## src/rtl/seq_link_pkg.sv

```systemverilog
// Shared definitions for the 0101 serial link: state encodings, sync pattern,
// idle line level and a counter-width helper used by transmitter and detector.
package seq_link_pkg;

  typedef enum logic [1:0] {
    IDLE  = 2'b00,
    PRE   = 2'b01,
    DATA  = 2'b10,
    GUARD = 2'b11
  } tx_state_e;

  // Detector state encodings, kept alongside the transmitter's for shared debug decode
  localparam logic [1:0] S0 = 2'b00;
  localparam logic [1:0] S1 = 2'b01;
  localparam logic [1:0] S2 = 2'b10;
  localparam logic [1:0] S3 = 2'b11;

  localparam logic [3:0] SYNC_PATTERN = 4'b0101;
  localparam logic       DEF_IDLE_BIT = 1'b1;

  // Bits needed to index the longer of the two phases, never less than one
  function automatic int unsigned cnt_width(input int unsigned a, input int unsigned b);
    int unsigned m;
    m = (a > b) ? a : b;
    return (m < 2) ? 1 : $clog2(m);
  endfunction

endpackage

```

## src/rtl/seq_piso.sv

```systemverilog
// Loadable MSB-first parallel-in/serial-out shift register with a phase bit
// counter and a flag marking the last bit of the current phase.
module seq_piso
  import seq_link_pkg::*;
#(
  parameter int unsigned DATA_W = 8,
  parameter int unsigned CNT_W  = 3
) (
  input  logic              clk,
  input  logic              rst,
  input  logic              load,
  input  logic [DATA_W-1:0] din,
  input  logic              shift,
  input  logic              cnt_clr,
  input  logic              cnt_inc,
  input  logic [CNT_W-1:0]  last_idx,
  output logic              msb,
  output logic [CNT_W-1:0]  cnt,
  output logic              last
);

  logic [DATA_W-1:0] sr_q;

  always_ff @(posedge clk or posedge rst) begin
    if (rst) begin
      sr_q <= '0;
    end else if (load) begin
      sr_q <= din;
    end else if (shift) begin
      sr_q <= sr_q << 1;
    end
  end

  // Clear wins over increment so a phase change always restarts at zero
  always_ff @(posedge clk or posedge rst) begin
    if (rst) begin
      cnt <= '0;
    end else if (cnt_clr) begin
      cnt <= '0;
    end else if (cnt_inc) begin
      cnt <= cnt + CNT_W'(1);
    end
  end

  assign msb  = sr_q[DATA_W-1];
  assign last = (cnt == last_idx);

endmodule

```

## src/rtl/seq_0101_tx.sv

```systemverilog
// Serial frame transmitter: preamble, MSB-first data word, one guard bit at
// idle level; accepts words over a valid/ready handshake, back-to-back capable.
module seq_0101_tx
  import seq_link_pkg::*;
#(
  parameter int unsigned      DATA_W   = 8,
  parameter int unsigned      PRE_W    = 4,
  parameter logic [PRE_W-1:0] PREAMBLE = PRE_W'(SYNC_PATTERN),
  parameter logic             IDLE_BIT = DEF_IDLE_BIT
) (
  input  logic              clk,
  input  logic              rst,
  input  logic [DATA_W-1:0] data_in,
  input  logic              load_valid,
  output logic              load_ready,
  output logic              serial_out,
  output logic              out_valid,
  output logic              busy,
  output logic              frame_done,
  output logic [1:0]        pst
);

  localparam int unsigned      CNT_W     = cnt_width(PRE_W, DATA_W);
  localparam logic [CNT_W-1:0] PRE_LAST  = CNT_W'(PRE_W - 1);
  localparam logic [CNT_W-1:0] DATA_LAST = CNT_W'(DATA_W - 1);

  tx_state_e        state_q, state_d;
  logic             so_d, ov_d, fd_d, busy_d;
  logic             accept_c;
  logic             piso_load, piso_shift, cnt_clr, cnt_inc;
  logic [CNT_W-1:0] last_idx;
  logic             msb, last;
  logic [CNT_W-1:0] cnt;
  logic [PRE_W-1:0] pre_tail;
  logic             pre_next;

  seq_piso #(
    .DATA_W(DATA_W),
    .CNT_W (CNT_W)
  ) u_piso (
    .clk     (clk),
    .rst     (rst),
    .load    (piso_load),
    .din     (data_in),
    .shift   (piso_shift),
    .cnt_clr (cnt_clr),
    .cnt_inc (cnt_inc),
    .last_idx(last_idx),
    .msb     (msb),
    .cnt     (cnt),
    .last    (last)
  );

  // Ready depends only on the state register, never on load_valid
  assign load_ready = ~rst & ((state_q == IDLE) | (state_q == GUARD));
  assign accept_c   = load_valid & load_ready;
  assign pst        = state_q;

  always_ff @(posedge clk or posedge rst) begin
    if (rst) begin
      state_q    <= IDLE;
      serial_out <= IDLE_BIT;
      out_valid  <= 1'b0;
      busy       <= 1'b0;
      frame_done <= 1'b0;
    end else begin
      state_q    <= state_d;
      serial_out <= so_d;
      out_valid  <= ov_d;
      busy       <= busy_d;
      frame_done <= fd_d;
    end
  end

  always_comb begin
    state_d    = state_q;
    so_d       = serial_out;
    ov_d       = out_valid;
    fd_d       = 1'b0;
    piso_load  = 1'b0;
    piso_shift = 1'b0;
    cnt_clr    = 1'b0;
    cnt_inc    = 1'b0;
    last_idx   = (state_q == PRE) ? PRE_LAST : DATA_LAST;
    // Preamble bit that follows the one currently on the line
    pre_tail   = (PREAMBLE << cnt) << 1;
    pre_next   = pre_tail[PRE_W-1];

    unique case (state_q)
      IDLE, GUARD: begin
        state_d = IDLE;
        so_d    = IDLE_BIT;
        ov_d    = 1'b0;
        if (accept_c) begin
          state_d   = PRE;
          piso_load = 1'b1;
          cnt_clr   = 1'b1;
          so_d      = PREAMBLE[PRE_W-1];
          ov_d      = 1'b1;
        end
      end
      PRE: begin
        ov_d = 1'b1;
        if (last) begin
          state_d    = DATA;
          so_d       = msb;
          piso_shift = 1'b1;
          cnt_clr    = 1'b1;
        end else begin
          so_d    = pre_next;
          cnt_inc = 1'b1;
        end
      end
      DATA: begin
        if (last) begin
          state_d = GUARD;
          so_d    = IDLE_BIT;
          ov_d    = 1'b0;
          fd_d    = 1'b1;
          cnt_clr = 1'b1;
        end else begin
          so_d       = msb;
          ov_d       = 1'b1;
          piso_shift = 1'b1;
          cnt_inc    = 1'b1;
        end
      end
      default: state_d = IDLE;
    endcase

    busy_d = (state_d != IDLE);
  end

endmodule
```

## config.mk

```make
export PLATFORM = sky130hd
export DESIGN_NAME = seq_0101_tx
export DESIGN_NICKNAME = d
export VERILOG_FILES = /design/src/rtl/seq_link_pkg.sv /design/src/rtl/seq_piso.sv /design/src/rtl/seq_0101_tx.sv
export SDC_FILE = /design/constraint.sdc
export NUM_CORES = 1
export LEC_CHECK = 0
export BUFFER_PORTS_ARGS = -buffer_cell sky130_fd_sc_hd__buf_2
export CAP_MARGIN = 0
export CORE_MARGIN = 2
export CORE_UTILIZATION = 45
export CTS_CLUSTER_SIZE = 30
export DETAILED_ROUTE_END_ITERATION = 8
export PLACE_DENSITY = 0.78
export SLEW_MARGIN = 20
export SYNTH_ARGS = -nofsm -noshare
export SYNTH_HDL_FRONTEND = slang
export SYNTH_SLANG_ARGS = --single-unit
```

## constraint.sdc

```tcl
create_clock -name clk -period 1.38 [get_ports clk]
set_input_delay 0.069 -clock clk [delete_from_list [all_inputs] [get_ports clk]]
set_output_delay 0.069 -clock clk [all_outputs]
set_load 0.1 [all_outputs]
```

Yosys cells after proc, flatten, opt, wreduce, memory -nomap -nowiden
Index checks and enable logic that the tools add are counted.

Input port bits: 11. Register bits after elaboration: 17. Word-level logic and storage cells: 45. Output and inout port bits: 7.

Reductions and logical operators: 6. Muxes and demuxes: 22. Add/sub/neg operators: 1. Shift-type cells: 1. Equal/unequal tests: 4. Bitwise gates (word level): 4.

Operators by type and width (number): $mux 8 (2); $mux 1 (10); $mux 3 (3); $pmux 1 s3 (2); $pmux 2 s3 (1); $reduce_bool 2->1 (3); $eq 2x2->1 const B (2); $mux 2 (2); $pmux 1 s2 (2); $reduce_or 2->1 (2); $add 3x1->3 const B (1); $eq 3x3->1 (1); $shl 3x3->3 const A (1); $and 1x1->1 (2); $eq 2x1->1 const B (1); $logic_not 2->1 (1); $not 1->1 (1); $or 1x1->1 (1).

Logic depth before layout (Yosys ltp)
Word-level depth: 7. Depth in mapped cells: 7. Gate-level depth less buffers: 6.

By module
From an unflattened synthesis, not the netlist that was laid out.

Cells, all modules: 88. Area total of the unflattened synthesis: 922.1 um^2.

Modules (own cells, without submodules): seq_piso (sequential area each 275.3 um^2, instances 1, area each 540.5 um^2, cells each 50); seq_0101_tx (sequential area each 151.4 um^2, instances 1, area each 381.6 um^2, cells each 38).

Worst setup path after synthesis
OpenSTA, ideal clock, no wires.

Path type: register to register. From: register state_q[0], in the netlist pst[0]. To: register u_piso.cnt[1]. Data required time: 1252 ps. Slack: -2212 ps. Period minus slack after synthesis: 3592 ps. Path buffers: 1. Arrival time: 3464 ps. Cell stages (with the launch flop): 8. Library setup time: 128 ps. Cell sequence: dfrtp_1 inv_1 ha_1 nor2b_1 nand2_1 clkbuf_1 nand3_1 o21ai_0.

Longest elaborated chain between the ends: 7. Elaborated cells on any way between the ends: 18. Those cells by class: 4 x eq/ne; 7 x mux; 3 x bitwise; 4 x reduce/logical.

Ends and longest elaborated chain: start: declaration (line seq_0101_tx.sv:27) `tx_state_e state_q, state_d;`; start signal: assignment (line seq_0101_tx.sv:67) `state_q <= state_d;`; $eq 2x2->1 or $logic_not 2->1 (tied branches) (line seq_0101_tx.sv:55) `assign load_ready = ~rst & ((state_q == IDLE) | (state_q == GUARD));`; $or 1x1->1 * (line seq_0101_tx.sv:55); $and 1x1->1 * (line seq_0101_tx.sv:55); via load_ready (line seq_0101_tx.sv:15) `output logic load_ready,`; $and 1x1->1 * (line seq_0101_tx.sv:56) `assign accept_c = load_valid & load_ready;`; $mux 1 * (line seq_0101_tx.sv:94) `if (accept_c) begin`; $pmux 1 s2 * (line seq_0101_tx.sv:89) `unique case (state_q)`; $mux 3 or $reduce_bool 2->1 (tied branches); end signal: assignment (line seq_piso.sv:41) `cnt <= cnt + CNT_W'(1);`; end: declaration (line seq_piso.sv:18) `output logic [CNT_W-1:0] cnt,`.

Mark *: on every way through the listed nets, which the timed path passes. The rest lies on a longest branch. A chain may end at the register's enable or synchronous reset.

Worst setup path after layout
From: register state_q[1], in the netlist pst[1]. To: output port load_ready.

Longest elaborated chain between the ends: 3. Elaborated cells on any way between the ends: 4. Those cells by class: 1 x eq/ne; 2 x bitwise; 1 x reduce/logical.

Ends and longest elaborated chain (line): $eq 2x2->1 or $logic_not 2->1 (tied branches) (seq_0101_tx.sv:55); $or 1x1->1 * (seq_0101_tx.sv:55); $and 1x1->1 * (seq_0101_tx.sv:55); end: declaration (seq_0101_tx.sv:15).

Mark *: on every way between the ends. The rest lies on a longest branch, timed or not.

==> results_dict.tcl <==
set metrics [dict create \
    status "finished with violations" \
    violations "negative setup slack" \
    place_congestion 0.788 \
    nFillCells 138 \
    r2r_cells 8 \
    cts_made_buffers 3 \
    rows 16 \
    synth_warnings 0 \
    rsz0062_at_grt "true" \
    place_ws_ns -0.304 \
    p_comb_share_pct 37.2 \
    io_pins 18 \
    p_leak_nw 0.615 \
    final.setup.worst_slack_ns -0.274 \
    grt_use_total_pct 20.1 \
    clock_power_share_pct 18.6 \
    initial_core_util_pct 46.6 \
    die_area_sq_um 2340 \
    layout-drive-gt1-share_pct 56.9 \
    worstSetupPathType "flop to primary output" \
    cap_violations 0 \
    h-tree-depth 1 \
    power_mw 1.46 \
    holdPathStages 3 \
    drtPass1Iterations 2 \
    ys_ff_latch 17 \
    required_ns 1.31 \
    gr-total-overflow 0 \
    hold_viol_final 0 \
    start_kind "flop" \
    area_growth_pct 56.1 \
    regArea_sq_um 434 \
    final_cell_mix "buf_4, buf_2, dfrtp_1, a21oi_1, mux2i_1" \
    fin_worst_skew_ns 0.00472 \
    die_w_um 48.4 \
    setup_violations 17 \
    multi_input_area_sq_um 556 \
    num_vias 770 \
    synthArstFlopShare_pct 100 \
    ctsRootBufferMaster "clkbuf_4" \
    nets 147 \
    tritoncts "done" \
    grt_pass1_wl_um 3660 \
    seq_area_frac_synth_pct 48.2 \
    wl_per_cell_um 13.6 \
    antenna_found_initial 0 \
    final_util_pct 72.7 \
    swShare_pct 36.0 \
    setup_tns_ns -3.42 \
    drt_iter0_markers 8 \
    ys_types 25 \
    post-route-drc-count 0 \
    grt_pass1_vias 827 \
    io_buffers 17 \
    clkTransAtPathRegs_ns 0.10 \
    period_minus_slack_ns 1.65 \
    synth_area_per_cell_sq_um 10.1 \
    grt_max_degree 16 \
    p_int_mw 0.933 \
    pwr-share-seq_pct 44.1 \
    powerDensity_nw_per_um2 1050 \
    max-slew-margin-rel_pct 67.9 \
    hp-class "input pin to flop" \
    clk-insertion-delay-late_ns 0.29 \
    crit_arrival_ns 1.59 \
    tightest_slew_ns 0.485 \
    dp_hpwl_um 1560 \
    maxSlewViolCount 0 \
    final_common_cell "buf_4" \
    clkSinkCount 17 \
    finalCritPeriodShare_pct 120 \
    end_kind "primary output" \
    syn_area_sq_um 886 \
    clockBufferDepth 2 \
    vias_per_cell 4.90 \
    synth-main-ff-cell "dfrtp_1" \
    syn_nets 104 \
    power_switching_mw 0.525 \
    diodes 0 \
    coreArea_sq_um 1900 \
    synth_edf_count 0 \
    crit_fanout 2 \
    routed_wl_um 2130 \
    vdd_ir_drop_max_v 0.000648 \
    ant_nets 0 \
    timing.fmax_ghz 0.604 \
    die_h_um 48.4 \
    synthCells 88 \
]
==> through the flow <==
| stage | hold slack, ns | cells | cell area, sq um |
|---|---|---|---|
| finish | 0.0180 | 157 | 1380 |
| global route | 0.0179 | 157 | 1380 |
| CTS | 0.0175 | 154 | 1340 |
| detailed placement | 0.0760 | 146 | 1200 |
| global placement | 0.0590 | 146 | 1200 |
| floorplan | -0.00562 | 88 | 955 |
==> timing repair <==
action / 4_1_cts / 5_1_grt
buffers inserted: 3 / 4
gates resized for setup: 17 / 8
hold endpoints to repair: 7 / 0
setup endpoints to repair: 18 / 18
hold buffers: 1 / 0
pin swaps: 5 / 5
==> cell usage after synthesis (2+ instances only) <==
cell type	instances	share of area, %
ha_1	5	7.1
nand3_1	4	2.3
mux2i_1	7	7.9
dfrtp_1	16	45
inv_1	7	3.0
nand2_1	5	2.1
nor2_1	9	3.8
o21ai_0	6	3.4
a21oi_1	12	6.8
clkbuf_1	2	0.85
==> power groups by stage <==
stage / Combinational, mW / Clock (mW) / Sequential (mW)
after floorplan: 0.246 / 0 / 0.715
after global placement: 0.447 / 0 / 0.641
after global routing: 0.593 / 0.298 / 0.652
after CTS: 0.522 / 0.270 / 0.644
after detailed placement: 0.468 / 0 / 0.647
final: 0.543 / 0.272 / 0.644
==> critical path, stage by stage (launching register included) <==
cell     delay, ns
dfrtp_4       0.50
buf_6         0.13
ha_4          0.25
nor2b_4       0.14
buf_6         0.11
buf_12        0.16
==> final timing paths <==
path                                      from              to  slack, ns
min in group asynchronous                  rst          pst[1]       0.29
worst max-delay path                    pst[1]      load_ready      -0.27
max in group asynchronous                  rst      serial_out       0.56
worst min-delay path                data_in[7]  u_piso.sr_q[7]       0.02
worst max register to register          pst[1]  u_piso.sr_q[5]      -0.23
worst min register to register  u_piso.sr_q[0]  u_piso.sr_q[0]       0.55
==> logic make-up after synthesis <==
kind of cell             after synthesis  share of synthesized area (%)
XOR/XNOR                               1                          0.989
flip-flops                            17                           48.2
buffers and inverters                 10                           4.38
AND/OR/NAND/NOR                       23                           12.0
multiplexers                           8                           9.18
AO/OA/AOI/OAI                         24                           18.2
adder cells (fa/ha/maj)                5                           7.06
==> flip-flops by register name (all words and copies together), names as in the netlist <==
signal       count
serial_out       1
frame_done       1
u_piso.sr_q      8
u_piso.cnt       3
busy             1
pst              2
out_valid        1
==> per-layer routing <==
metal,wire length (um),GRT usage (%),share of wire (%),up-vias
met2,1130,37.7,53,16
met3,89,4.32,4.2,2
met5,0,0,0,-
met4,16,5.24,0.75,0
li1,-,-,-,383
met1,892,23.0,42,369
==> layout make-up <==
cell class / instances / share of cell area (%)
clock buffers: 4 / 1.90
inverters: 7 / 1.90
multi-input cells: 61 / 40.2
flip-flops and latches: 17 / 31.4
well taps: 27 / 2.44
repair buffers: 41 / 22.2
No activity file was read; power rests on OpenSTA's default activity.
